<file path="config.mk">
export PLATFORM = sky130hd
export DESIGN_NAME = psum_collector
export DESIGN_NICKNAME = d
export VERILOG_FILES = /design/src/rtl/psum_collector.sv
export SDC_FILE = /design/constraint.sdc
export NUM_CORES = 1
export LEC_CHECK = 0
export ABC_AREA = 1
export BUFFER_PORTS_ARGS = -buffer_cell sky130_fd_sc_hd__buf_2
export CORE_ASPECT_RATIO = 1.5
export CORE_MARGIN = 2
export CORE_UTILIZATION = 30
export CTS_CLUSTER_DIAMETER = 50
export DETAILED_ROUTE_END_ITERATION = 16
export PLACE_DENSITY_LB_ADDON = 0.2
export SLEW_MARGIN = 10
export SYNTH_ARGS = -nofsm -noshare
export SYNTH_HDL_FRONTEND = slang
export SYNTH_SLANG_ARGS = --single-unit
export TNS_END_PERCENT = 10
</file>
<file path="constraint.sdc">
create_clock -name clk -period 3.25 [get_ports clk]
set_input_delay 0.4875 -clock clk [delete_from_list [all_inputs] [get_ports clk]]
set_output_delay 0.4875 -clock clk [all_outputs]
set_load 0.01 [all_outputs]
</file>
<file path="src/rtl/psum_collector.sv">
// Collects per-row partial sums into a first-word fall-through FIFO tagged with the row index.
// Optional build macro PSUM_ZERO_SKIP_EN drops accepted rows whose psum is +0 or -0.
module psum_collector #(
  parameter int unsigned value_size = 32,
  parameter int unsigned row_w      = 16,
  parameter int unsigned depth      = 8
) (
  input  logic                    clk,
  input  logic                    rst_n,
  input  logic [value_size-1:0]   psum,
  input  logic                    row_done,
  output logic                    in_ready,
  output logic                    adder_start,
  input  logic                    cfg_load,
  input  logic [row_w-1:0]        cfg_num_rows,
  output logic                    out_valid,
  input  logic                    out_ready,
  output logic [row_w-1:0]        out_row,
  output logic [value_size-1:0]   out_data,
  output logic [$clog2(depth):0]  fifo_count,
  output logic                    done
);

  localparam int unsigned PtrW = $clog2(depth);

  typedef enum logic [1:0] {StIdle, StRun, StClear, StDone} state_e;

  state_e                state_q;
  logic [row_w-1:0]      num_rows_q;
  logic [row_w-1:0]      row_cnt_q;
  logic                  adder_start_q;
  logic                  done_q;

  logic [PtrW-1:0]       wr_ptr_q;
  logic [PtrW-1:0]       rd_ptr_q;
  logic [PtrW:0]         count_q;
  logic [row_w-1:0]      row_mem  [depth];
  logic [value_size-1:0] data_mem [depth];

  logic full;
  logic accept;
  logic push;
  logic pop;
  logic skip;

`ifdef PSUM_ZERO_SKIP_EN
  // Sign bit ignored so that both +0 and -0 are skipped.
  assign skip = (psum[value_size-2:0] == '0);
`else
  assign skip = 1'b0;
`endif

  assign full      = (count_q == (PtrW+1)'(depth));
  assign in_ready  = (state_q == StRun) && !full;
  assign accept    = in_ready && row_done;
  assign push      = accept && !skip;
  assign out_valid = (count_q != '0);
  assign pop       = out_valid && out_ready;

  assign adder_start = adder_start_q;
  assign done        = done_q;
  assign fifo_count  = count_q;
  assign out_row     = out_valid ? row_mem[rd_ptr_q]  : '0;
  assign out_data    = out_valid ? data_mem[rd_ptr_q] : '0;

  // Control FSM; adder_start is held high through reset to clear the adder stage.
  always_ff @(posedge clk) begin
    if (!rst_n) begin
      state_q       <= StIdle;
      num_rows_q    <= '0;
      row_cnt_q     <= '0;
      adder_start_q <= 1'b1;
      done_q        <= 1'b0;
    end else begin
      adder_start_q <= 1'b0;
      unique case (state_q)
        StIdle: begin
          if (cfg_load && (cfg_num_rows != '0)) begin
            num_rows_q <= cfg_num_rows;
            row_cnt_q  <= '0;
            state_q    <= StRun;
          end
        end
        StRun: begin
          if (accept) begin
            adder_start_q <= 1'b1;
            state_q       <= StClear;
          end
        end
        StClear: begin
          if (row_cnt_q == (num_rows_q - row_w'(1))) begin
            done_q  <= 1'b1;
            state_q <= StDone;
          end else begin
            row_cnt_q <= row_cnt_q + row_w'(1);
            state_q   <= StRun;
          end
        end
        StDone: begin
          if (count_q == '0) begin
            done_q  <= 1'b0;
            state_q <= StIdle;
          end
        end
        default: state_q <= StIdle;
      endcase
    end
  end

  always_ff @(posedge clk) begin
    if (!rst_n) begin
      wr_ptr_q <= '0;
      rd_ptr_q <= '0;
      count_q  <= '0;
    end else begin
      if (push) wr_ptr_q <= wr_ptr_q + PtrW'(1);
      if (pop)  rd_ptr_q <= rd_ptr_q + PtrW'(1);
      if (push && !pop)      count_q <= count_q + (PtrW+1)'(1);
      else if (pop && !push) count_q <= count_q - (PtrW+1)'(1);
    end
  end

  // Storage is not reset; outputs are gated by out_valid instead.
  always_ff @(posedge clk) begin
    if (push) begin
      row_mem[wr_ptr_q]  <= row_cnt_q;
      data_mem[wr_ptr_q] <= psum;
    end
  end

endmodule
</file>
Word level (Yosys, flattened, before mapping) --
Memories as Yosys holds them, arrays and structs flattened. A register that Yosys moved wholly into a read port is not among the register bits. Index checks and enable logic that the tools add are counted.
Storage, ports and cells: flip-flop bits (word level) 46, bits in latches 0, memory bits (writable) 384, ROM bits 0, input bits 53, output and inout port bits 56, word-level logic and storage cells 68, memories kept 2
Memories:
- data_mem | depth 8, bits a word 32, read ports 1, clocked after memory_dff 1, wr ports 1, RTL line 38 | logic [value_size-1:0] data_mem [depth];
- row_mem | depth 8, bits a word 16, read ports 1, clocked after memory_dff 1, wr ports 1, RTL line 37 | logic [row_w-1:0] row_mem [depth];
Operators by class: add/sub/neg operators 6, multiply operators 0, div/mod/pow operators 0, magnitude comparators 0, eq/ne operators 10, shift operators 0, mux-type cells 22, bitwise gates (word level) 0, reduce and logical (&&, ||, !) cells 20
Operator list (number):
- $mux W16 | 3
- $mux W32 | 1
- $pmux W16 S2 | 1
- $add A16 B1 Y16 const B | 1
- $eq A16 B16 Y1 | 1
- $reduce_bool A16 Y1 | 1
- $sub A16 B1 Y16 const B | 1
- $mux W3 | 4
- $ne A2 B2 Y1 const B | 5
- $reduce_and A3 Y1 | 3
- $mux W2 | 4
- $mux W4 | 2
- $pmux W2 S4 | 1
- $add A3 B1 Y3 const B | 2
- $logic_and A1 B1 Y1 | 6
- $reduce_bool A2 Y1 | 3
- $mux W1 | 5
- $add A4 B1 Y4 const B | 1
- $eq A2 B2 Y1 const B | 2
- $eq A4 B4 Y1 const B | 1
- $logic_not A4 Y1 | 1
- $reduce_bool A4 Y1 | 1
- $sub A4 B1 Y4 const B | 1
- $logic_not A1 Y1 | 3
- 4 further kinds | 4

Longest topological paths before layout --
Gate-level depths: netlist of the first run.
depth after elaboration 8, depth in mapped cells 16, gate-level depth less buffers 16

Worst setup path before layout of the first run --
OpenSTA, ideal clock, no wires.
kind flip-flop to flip-flop, from register state_q[0], to memory data_mem[0][0], enable pin, setup time 0.454 ns, data arrival time 3.356 ns, data required time 2.796 ns, path slack -0.560 ns, stages on the path, launching flop included 9, path buffers 0, period minus slack after synthesis 3.810 ns, cells stage by stage dfxtp_1 > inv_1 > nor2_1 > inv_1 > a31oi_1 > nand2_1 > inv_1 > nand2_1 > nor2_1
Between the ends: longest elaborated chain between the ends 5
Ends and longest elaborated chain:
- from (decl) | RTL line 28 | state_e state_q;
- from (signal assigned) | RTL line 69 | state_q <= StIdle;
- from (signal assigned) | RTL line 81 | state_q <= StRun;
- from (signal assigned) | RTL line 87 | state_q <= StClear;
- $eq A2 B1 Y1 | RTL line 54 | assign in_ready = (state_q == StRun) && !full;
- $logic_and A1 B1 Y1 | RTL line 54
- via in_ready | RTL line 12 | output logic in_ready,
- $logic_and A1 B1 Y1 | RTL line 55 | assign accept = in_ready && row_done;
- via accept | RTL line 41 | logic accept;
- $mux W1 | RTL line 125 | if (push) begin
- $mux W1 (not written as such) | RTL line 127 | data_mem[wr_ptr_q] <= psum;
- to (decl) | RTL line 38
The timed path passes the listed nets, and every way through them passes these cells.

==> metrics.csv, run 1 <==
stage;metric;value;unit
critical_path;critical path peak fanout;64;
drt;# DRC;0;
drt;vias after detailed routing;12000;
drt;met2 WL post-DR;24200;microns
clocking;CTS H-tree depth;2;
clocking;Skew-Pair Late Insertion Delay;0.55;ns
critical_path;CP max stage delay;0.56;ns
logic_synthesis;ranking of synthesized cells by area;edfxtp_1 (65%), nor2_1 (7.6%), o21ai_0 (7.0%), dfxtp_1 (5.5%), nand2_1 (2.6%);
pwr;Sw Ratio;33.8;%
drt;metal3 WL;1450;microns
grt;initial antenna violation count;1;
drt;drt pass-1 iters;7;
pwr;Pwr Density;746;nW/um^2
logic_synthesis;largest area contributor in the netlist;edfxtp_1;
drt;number of vias per cell;4.81;
logic_synthesis;Post-Syn Area per Cell;11.3;sq um
min_path;worst hold path class;in -> reg;
sta;setup violators final;0;
pwr;net switching power;5.27;mW
pwr;Max VDD drop;0.000435;V
grt;gr usage total;14.9;%
logic_synthesis;synth warn;0;
clocking;clk buf depth;3;
sta;RSZ-0062 raised after global routing;false;
critical_path;Crit path top cell by count;o21ai_0;
drt;antenna-violating nets left;0;
placement;pre-CTS WS;0.598;ns
sta;Final Worst Setup Slack;0.257;ns
critical_path;Setup crit start kind;flip-flop;
sta;Final min period;2.99;ns
clocking;CTS buffer count;42;
logic_synthesis;post-synthesis sequential area ratio;70.0;%
drt;1st-iter DRT viols;605;
die;Starting Density;30.3;%
sta;Hold Slack;0.203;ns
pwr;Tot Pwr;15.6;mW
critical_path;Setup CP Type;reg -> out;
die;Placeable Area;58900;sq um
logic_synthesis;async set-reset flop share out of synthesis;0;%
clocking;cts hold-fix bufs;0;
sta;Period Utilization, post-route;92.1;%
die;num ports;109;
die;row count;109;
logic_synthesis;ys flop type;edfxtp_1;
critical_path;Worst Setup End Kind;primary output;
logic_synthesis;cell count after synthesis;1579;
clocking;# Post-CTS Setup Buffers;0;
critical_path;CP Cell Sequence;buf_4 -> o21ai_0 -> o22ai_1 -> o21ai_0 -> a31oi_1 -> buf_2;
critical_path;r2r setup slk;0.57;ns
logic_synthesis;top cells by count, synth;edfxtp_1 (384), nor2_1 (361), o21ai_0 (249);
logic_synthesis;Mapped Area;17900;sq um
sta;Worst slew margin;52.1;%
run_status;outcome;completed;
final_layout;area delta synth->final;16.8;%
sta;Final Max Tran Viols;0;
sta;Final Hold Vio Count;0;
clocking;CTS tree;yes;
logic_synthesis;Yosys cell types;37;
grt;largest net degree at the start of global routing;97;
critical_path;Max stage delay cell, worst path;buf_4;
pwr;Static Leak;6.92;nW
sta;clock skew;0.0102;ns
logic_synthesis;Synthesized Nets;1640;
grt;first-pass GRT wire length;71000;microns
logic_synthesis;Yosys reg bits;433;
sta;Slew @ Worst Pin;0.718;ns
placement;routability cong.;0.766;
placement;IO Port Bufs;108;
pwr;clock share of power;30.0;%
die;Vert. Die Dim;303;microns
drt;Top Metal Used;met4;
critical_path;CP Data Required Time;2.76;ns
grt;vias in the first global route;12200;
drt;wl on met1;19000;microns
final_layout;Final Util;35.4;%
logic_synthesis;Yosys top cell area share;64.5;%
die;die area;61600;sq um
clocking;root buf cell;clkbuf_16;
placement;HPWL Detailed;26800;microns
clocking;clock slew seen by the registers of the worst setup and hold paths;0.06;ns
clocking;sinks on the clock net;433;
job;Max-Cap Viols;0;
grt;Remaining Overflow, GRT;0;
pwr;sequential share of power;40.8;%
pwr;Int Pwr;10.3;mW
die;die width;203;microns
drt;Routed WL;45600;microns
clocking;post-CTS resize count;0;
final_layout;Nets;1734;
logic_synthesis;count leader, synth;edfxtp_1;
critical_path;crit path DAT;2.51;ns
drt;routed length per instance;18.4;microns
pwr;combinational share of power;29.1;%
logic_synthesis;EDFF count, synth;384;
sta;Max Fclk;334;MHz
final_layout;layout cells sized above 1;14.1;%
## power by group through the flow
stage / Clock, mW / Sequential [mW] / Combinational [mW]
2_1_floorplan: 0 / 6.42 / 2.85
3_3_place_gp: 0 / 6.48 / 4.65
3_5_place_dp: 0 / 6.48 / 4.67
4_1_cts: 4.82 / 6.37 / 4.68
5_1_grt: 5.03 / 6.38 / 5.14
6_report: 4.68 / 6.36 / 4.54
## sequential cells by signal, summed over array words and instances, names as in the netlist, 2 cells and up, named ones only
name	cells
data_mem	256
state_q	2
row_cnt_q	16
wr_ptr_q	3
rd_ptr_q	3
row_mem	128
fifo_count	4
num_rows_q	16
## routing by layer
layer / GRT usage [%] / vias to the layer above
li1: - / 5807
met1: 17.3 / 5901
met2: 28.1 / 183
met3: 1.95 / 61
met4: 4.61 / 0
met5: 0 / -
## layout make-up
type                       count  area [sq um]
inverter                      56           214
antenna                        1          2.50
tap                          777           972
clock buffer                  52          1110
multi-input combinational   1000          4860
timing repair buffer         140          1010
fill                        5881         38000
sequential                   433         12500
clock inverter                24           191
## worst paths after layout
| kind | start | to | cells after the start |
|---|---|---|---|
| worst max-delay path | flip-flop | out_row[15] | 6 |
| worst min-delay path | cfg_num_rows[10] | num_rows_q[10]$_SDFFE_PN0P_ | 3 |
| worst max register to register | state_q[0]$_SDFFE_PN0P_ | fifo_count[3]$_SDFFE_PN0P_ | 16 |
| worst min register to register | rd_ptr_q[2]$_SDFFE_PN0P_ | flip-flop | 2 |
## worst max-delay path: cells and delay by family, from the launching register on
| kind | cells | cell delay [ns] |
|---|---|---|
| buffers and inverters | 2 | 0.77 |
| AO/OA/AOI/OAI | 4 | 0.80 |
| flip-flops | 1 | 0.39 |
## stage by stage
stage / std cells / cell area (sq um) / setup TNS, ns
2_1_floorplan: 1579 / 17900 / -205.31
3_3_place_gp: 2406 / 19600 / 0
3_5_place_dp: 2406 / 19600 / 0
4_1_cts: 2482 / 20900 / 0
5_1_grt: 2483 / 20900 / 0
6_report: 2483 / 20900 / 0
## cells by family (layout without fill, tap and decap cells)
logic type | Yosys count | after routing | share of synthesized area, %
compound gates | 406 | 406 | 12.2
xor+xnor | 21 | 21 | 1.03
fa+ha+maj | 8 | 8 | 0.602
buf+inv | 146 | 272 | 3.16
flops | 433 | 433 | 70.0
other cells | 0 | 1 | 0
simple gates | 565 | 565 | 12.9
## cell usage in the layout (no fill, tap or decap), types with 3 or more instances in the layout
cell type,count
a21oi_1,38
a21oi_2,5
a31oi_1,49
buf_12,18
buf_2,108
buf_4,14
clkbuf_1,9
clkbuf_16,43
clkinv_1,11
clkinv_2,6
dfxtp_1,47
edfxtp_1,384
ha_1,7
inv_1,49
inv_2,5
inv_6,3
nand2_1,123
nand2_2,4
nand3_1,39
nand3b_1,5
nand4_1,3
nor2_1,353
nor2_2,10
nor2_4,12
nor3_1,6
nor4_1,4
o21ai_0,249
o21ai_1,14
o22ai_1,48
xnor2_1,8
xor2_1,13
Power figures use the tool's default switching activity.
==> run 2, diff against run 1 <==
--- a/config.mk
+++ b/config.mk
@@ -12,6 +12,7 @@
 export CORE_UTILIZATION = 30
 export CTS_CLUSTER_DIAMETER = 50
 export DETAILED_ROUTE_END_ITERATION = 16
+export MAX_ROUTING_LAYER = met4
 export PLACE_DENSITY_LB_ADDON = 0.2
 export SLEW_MARGIN = 10
 export SYNTH_ARGS = -nofsm -noshare
==> constraint.sdc (replaced) <==
create_clock -name clk -period 3.25 [get_ports clk]
set_input_delay 0.4875 -clock clk [delete_from_list [all_inputs] [get_ports clk]]
set_output_delay 0.4875 -clock clk [all_outputs]
set_load 0.02 [all_outputs]
==> run 2 against run 1 <==
Effect of this change:
- sequential power about the same
- first-iteration DRC count is 3.5% higher
- die area is the same
- clock power up 8.5%
- maximum frequency fell by 3.7%
- final area grew 0.74%
- clock skew increased by 0.031 ns
==> metrics.csv, run 2 (synthesis gave the netlist of run 1 again) <==
stage;metric;value;unit;change
run_status;outcome;completed;;
min_path;min-delay src;cfg_num_rows[8];;
final_layout;commonest non-fill, non-tap cells in the layout;edfxtp_1 (384), nor2_1 (353), o21ai_0 (249);;
critical_path;Crit path top cell by count;o21ai_0;;
drt;antenna-violating nets left;0;;unchanged
sta;setup TNS;0;ns;unchanged
final_layout;number of flip-flops in the largest register;256;;unchanged
job;Max-Cap Viols;0;;unchanged
die;Starting Density;30.3;%;unchanged
final_layout;FILL cells;5824;;-0.97%
sta;Period Utilization, post-route;95.6;%;+3.5 points
clocking;sinks on the clock net;433;;unchanged
grt;first-pass GRT wire length;71400;microns;+0.59%
placement;placed cell areas;19600;sq um;about the same
clocking;clk buf depth;3;;unchanged
clocking;# Post-CTS Setup Buffers;0;;unchanged
die;Placeable Area;58900;sq um;unchanged
clocking;CTS H-tree depth;2;;unchanged
placement;routability cong.;0.773;;+0.85%
clocking;CTS buffer count;44;;+4.8%
clocking;clock slew seen by the registers of the worst setup and hold paths;0.06;ns;about the same
critical_path;Max stage delay cell, worst path;buf_16;;
pwr;Max VDD drop;0.000572;V;+31%
drt;1st-iter DRT viols;626;;+3.5%
sta;clock skew;0.0409;ns;+0.0307 ns
die;Vert. Die Dim;303;microns;unchanged
final_layout;most common cell after layout, fill and taps aside;edfxtp_1;;
pwr;Static Leak;7.01;nW;+1.3%
critical_path;Setup crit start kind;flip-flop;;
critical_path;crit path DAT;2.62;ns;+0.11 ns
final_layout;ant diodes;0;;-1
placement;pre-CTS WS;0.573;ns;-0.0255 ns
sta;Worst slew margin;55.9;%;+3.8 points
drt;routed length per instance;18.6;microns;+1.6%
drt;vias after detailed routing;12000;;+0.55%
critical_path;Worst Setup End Kind;primary output;;
min_path;Hold Path Sink;num_rows_q[8]$_SDFFE_PN0P_;;
critical_path;r2r setup slk;0.53;ns;-0.04 ns
grt;vias in the first global route;12100;;-0.79%
die;die width;203;microns;unchanged
sta;RSZ-0062 raised after global routing;false;;
min_path;worst hold path class;in -> reg;;
sta;setup violators final;0;;unchanged
pwr;Pwr Density;778;nW/um^2;+4.3%
die;row count;109;;unchanged
clocking;Skew-Pair Late Insertion Delay;0.56;ns;about the same
clocking;root buf cell;clkbuf_16;;
final_layout;most flop-heavy register;data_mem;;
critical_path;CP max stage delay;0.41;ns;-0.15 ns
critical_path;critical path's top delay family;compound AO/OA/AOI/OAI gates;;
grt;grt met1 use;18.2;%;+0.87 points
critical_path;critical path peak fanout;140;;+120%
placement;HPWL Detailed;27200;microns;+1.6%
grt;grt peak-use layer;met2;;
drt;number of vias per cell;4.82;;+0.19%
die;num ports;109;;unchanged
critical_path;CP Data Required Time;2.76;ns;about the same
grt;Remaining Overflow, GRT;0;;unchanged
sta;Slew @ Worst Pin;0.662;ns;-0.0567 ns
final_layout;area delta synth->final;17.7;%;
final_layout;Nets;1742;;+0.46%
drt;Routed WL;46500;microns;+1.9%
die;die area;61600;sq um;unchanged
grt;GR Layer Usage met3;2.02;%;+0.064 points
sta;Final Max Tran Viols;0;;unchanged
sta;Max Fclk;322;MHz;-3.7%
grt;gr usage total;15.4;%;+0.57 points
grt;met2 GRT Util;27.5;%;-0.56 points
clocking;CTS tree;yes;;
sta;Hold Slack;0.192;ns;-0.0112 ns
drt;# DRC;0;;unchanged
sta;Final Hold Vio Count;0;;unchanged
critical_path;depth of the most critical reg-to-reg path;16;;unchanged
critical_path;Setup CP Type;reg -> out;;
critical_path;RR Startpoint;state_q[0]$_SDFFE_PN0P_;;
final_layout;fin area;21000;sq um;+0.74%
final_layout;Storage cell area;12500;sq um;unchanged
drt;drt pass-1 iters;5;;-2
sta;Final Worst Setup Slack;0.143;ns;-0.114 ns
critical_path;Buf/Inv on CP;2;;unchanged
critical_path;reg2reg end;fifo_count[3]$_SDFFE_PN0P_;;
grt;initial antenna violation count;0;;-1
final_layout;multi-input logic area;4860;sq um;unchanged
critical_path;CP Cell Sequence;buf_16 -> o21ai_0 -> o22ai_1 -> o21ai_0 -> a31oi_1 -> buf_2;;
final_layout;largest registers;data_mem: 256 flops, row_mem: 128 flops;;
sta;Final min period;3.11;ns;+0.114 ns
min_path;Hold Path Cell Cnt;3;;unchanged
placement;IO Port Bufs;108;;unchanged
grt;largest net degree at the start of global routing;141;;+45%
final_layout;layout cells sized above 1;14.9;%;+0.73 points
critical_path;Worst path depth;6;;unchanged
## run 2: per-stage QoR
| stage | power (mW) | utilization, % | std cells |
|---|---|---|---|
| floorplan | 9.65 | - | 1579 |
| global placement | 11.5 | 33.2 | 2412 |
| detailed placement | 11.5 | 33.2 | 2412 |
| CTS | 16.6 | 35.7 | 2492 |
| global route | 17.3 | 35.7 | 2492 |
| finish | 16.4 | 35.7 | 2492 |
## run 2: power by group
part / total [mW] / leakage (nW) / switching (mW) / internal (mW)
Clock: 5.08 / 0.705 / 2.13 / 2.95
Combinational: 4.92 / 2.60 / 3.43 / 1.49
Sequential: 6.36 / 3.71 / 0.151 / 6.21
Total: 16.4 / 7.01 / 5.71 / 10.7
## run 2: worst max-delay path by stage
stage	startpoint	end	slack, ns
2_1_floorplan	state_q[0]$_SDFFE_PN0P_	data_mem[0][0]$_DFFE_PP_	-0.76
3_3_place_gp	state_q[0]$_SDFFE_PN0P_	fifo_count[3]$_SDFFE_PN0P_	0.58
3_5_place_dp	state_q[0]$_SDFFE_PN0P_	data_mem[0][31]$_DFFE_PP_	0.57
4_1_cts	flip-flop	out_data[6]	0.16
5_1_grt	flip-flop	out_row[6]	0.04
6_report	flip-flop	out_row[6]	0.14
## run 2: layout make-up
cell class	instances	area share [%]
repair buffers	146	4.86
flip-flops and latches	433	59.5
well taps	777	4.62
inverters	56	1.02
clock buffers	59	5.74
multi-input cells	1000	23.1
clock inverters	21	1.12
## run 2: metal layers
metal  wire length [microns]  vias up
li1                        -     5830
met1                   19800     5915
met2                   24000      205
met3                    1540       68
met4                    1060        0
met5                       0        -
## run 2: what timing repair did
item,CTS,global route
resized for setup,0,1
hold endpoints to repair,0,0
hold buffers,0,0
endpoints found under the setup margin,0,1
## run 2: worst register-to-register path, delay by kind of cell, from the launching register on
| kind | cells | cell delay [ns] |
|---|---|---|
| compound gates | 5 | 0.75 |
| simple gates | 5 | 0.57 |
| fa+ha+maj | 2 | 0.49 |
| buf+inv | 4 | 0.42 |
| flops | 1 | 0.39 |
==> run 3, diff against run 2 <==
--- a/config.mk
+++ b/config.mk
@@ -8,7 +8,7 @@
 export ABC_AREA = 1
 export BUFFER_PORTS_ARGS = -buffer_cell sky130_fd_sc_hd__buf_2
 export CORE_ASPECT_RATIO = 1.5
-export CORE_MARGIN = 2
+export CORE_MARGIN = 4
 export CORE_UTILIZATION = 30
 export CTS_CLUSTER_DIAMETER = 50
 export DETAILED_ROUTE_END_ITERATION = 16
==> run 3 against run 2 <==
Effect of this change:
- core utilization barely moved
- combinational power is 2% higher
- count of clock-buffer cells in the layout rose by 6
- critical path type unchanged
- largest cell class unchanged
==> metrics.csv, run 3 (synthesis gave the netlist of run 1 again) <==
stage;metric;value;unit;change
clocking;post-CTS resize count;0;;unchanged
sta;clock skew;0.0145;ns;-0.0264 ns
drt;antenna-violating nets left;0;;unchanged
sta;Period Utilization, post-route;92.2;%;-3.4 points
sta;setup violators final;0;;unchanged
die;Starting Density;30.3;%;unchanged
pwr;clock share of power;29.8;%;-1.2 points
final_layout;most common cell after layout, fill and taps aside;edfxtp_1;;
clocking;root buf cell;clkbuf_16;;
critical_path;Setup CP Type;reg -> out;;
pwr;sequential share of power;39.2;%;+0.3 points
drt;1st-iter DRT viols;603;;-3.7%
final_layout;Final Util;35.7;%;about the same
pwr;Static Leak;6.98;nW;-0.54%
final_layout;area delta synth->final;17.6;%;about the same
die;Placeable Area;58900;sq um;unchanged
clocking;cts hold-fix bufs;0;;unchanged
clocking;CTS buffer count;45;;+2.3%
clocking;clk buf depth;3;;unchanged
clocking;clock slew seen by the registers of the worst setup and hold paths;0.06;ns;about the same
drt;Routed WL;46300;microns;-0.34%
sta;Final Hold Vio Count;0;;unchanged
pwr;Max VDD drop;0.000418;V;-27%
pwr;net switching power;5.73;mW;+0.27%
critical_path;CP Data Required Time;2.76;ns;about the same
placement;placed cell areas;19600;sq um;+0.34%
die;die width;207;microns;+2.0%
placement;placed insts;2411;;-0.041%
final_layout;largest registers;data_mem: 256 flops, row_mem: 128 flops;;
grt;vias in the first global route;12300;;+1.1%
critical_path;critical path peak fanout;40;;-71%
grt;largest net degree at the start of global routing;99;;-30%
critical_path;r2r setup slk;0.61;ns;+0.08 ns
die;Vert. Die Dim;307;microns;+1.3%
die;num ports;109;;unchanged
final_layout;layout cells sized above 1;14.5;%;-0.34 points
die;die area;63600;sq um;+3.3%
sta;Worst slew margin;58.4;%;+2.5 points
sta;Slew @ Worst Pin;0.623;ns;-0.0385 ns
critical_path;crit path DAT;2.51;ns;-0.11 ns
grt;first-pass GRT wire length;71700;microns;+0.49%
sta;setup TNS;0;ns;unchanged
drt;vias after detailed routing;12100;;+0.45%
clocking;# Post-CTS Setup Buffers;0;;unchanged
sta;Max Fclk;334;MHz;+3.7%
placement;routability cong.;0.820;;+6.1%
pwr;Int Pwr;10.5;mW;-1.5%
final_layout;most flop-heavy register;data_mem;;
drt;routed length per instance;18.6;microns;-0.34%
critical_path;reg2reg end;fifo_count[3]$_SDFFE_PN0P_;;
drt;number of vias per cell;4.84;;+0.45%
critical_path;end of the critical path;out_data[27];;
grt;initial antenna violation count;1;;+1
clocking;CTS H-tree depth;2;;unchanged
pwr;Pwr Density;772;nW/um^2;-0.84%
clocking;CTS tree;yes;;
sta;Final min period;3.00;ns;-0.110 ns
critical_path;Worst Setup End Kind;primary output;;
final_layout;commonest non-fill, non-tap cells in the layout;edfxtp_1 (384), nor2_1 (353), o21ai_0 (249);;
drt;drt pass-1 iters;4;;-1
critical_path;depth of the most critical reg-to-reg path;16;;unchanged
sta;Final Max Tran Viols;0;;unchanged
final_layout;Nets;1742;;unchanged
critical_path;RR Startpoint;state_q[0]$_SDFFE_PN0P_;;
drt;# DRC;0;;unchanged
sta;RSZ-0062 raised after global routing;false;;
placement;IO Port Bufs;108;;unchanged
clocking;sinks on the clock net;433;;unchanged
final_layout;number of flip-flops in the largest register;256;;unchanged
pwr;Tot Pwr;16.2;mW;-0.88%
placement;HPWL Detailed;26900;microns;-1.4%
pwr;combinational share of power;31.0;%;+0.9 points
final_layout;fin area;21000;sq um;about the same
job;Max-Cap Viols;0;;unchanged
final_layout;post-route insts no fill;2492;;unchanged
critical_path;Setup crit start kind;flip-flop;;
clocking;Skew-Pair Late Insertion Delay;0.55;ns;about the same
grt;gr usage total;14.6;%;-0.85 points
min_path;worst hold path class;in -> reg;;
final_layout;FILL cells;5810;;-0.24%
run_status;outcome;completed;;
die;row count;109;;unchanged
pwr;Sw Ratio;35.3;%;+0.41 points
grt;Remaining Overflow, GRT;0;;unchanged
run 3: critical path, cell delays in order (launching register included):
cell     delay [ns]
dfxtp_4        0.43
inv_4          0.21
buf_12         0.23
buf_12         0.22
nor2_1         0.06
o22ai_1        0.15
o21ai_0        0.09
a31oi_1        0.31
buf_2          0.23
run 3: routing by layer:
| metal | share of wire [%] | routed length, microns | GRT usage (%) | up-vias |
|---|---|---|---|---|
| met1 | 43 | 19800 | 17.4 | 5972 |
| met4 | 2.3 | 1070 | 4.08 | 0 |
| met3 | 2.8 | 1290 | 1.88 | 73 |
| li1 | - | - | - | 5840 |
| met2 | 52 | 24200 | 26.1 | 187 |
| met5 | 0 | 0 | - | - |
run 3: worst min path at each step:
stage,slack (ns),to,cells past startpoint,start
after floorplan,0.43,flip-flop,2,rd_ptr_q[2]$_SDFFE_PN0P_
after global placement,0.45,rd_ptr_q[2]$_SDFFE_PN0P_,2,rd_ptr_q[2]$_SDFFE_PN0P_
after detailed placement,0.46,flip-flop,2,rd_ptr_q[2]$_SDFFE_PN0P_
after CTS,0.17,data_mem[3][28]$_DFFE_PP_,1,psum[28]
after global routing,0.19,num_rows_q[12]$_SDFFE_PN0P_,3,cfg_num_rows[12]
final,0.20,num_rows_q[15]$_SDFFE_PN0P_,3,cfg_num_rows[15]
run 3: cell type report:
cell class              instances  area, sq um  area share [%]
flip-flops and latches        433        12500            59.6
multi-input cells            1000         4860            23.1
clock buffers                  65         1240            5.91
repair buffers                145         1080            5.14
well taps                     777          972            4.63
inverters                      56          214            1.02
clock inverters                15          129           0.613
diodes                          1         2.50          0.0119
run 3: through the flow:
stage,worst slack [ns],hold WS (ns)
detailed placement,0.612,0.460
global placement,0.581,0.448
CTS,0.158,0.173
global route,0.0629,0.187
floorplan,-0.765,0.433
finish,0.253,0.196
run 3: power groups by stage:
stage | clock network (mW) | registers (mW) | logic (mW)
finish | 4.83 | 6.36 | 5.03
global route | 5.23 | 6.38 | 5.61
CTS | 4.98 | 6.36 | 5.17
detailed placement | 0 | 6.48 | 5.16
global placement | 0 | 6.47 | 5.12
floorplan | 0 | 6.44 | 3.21
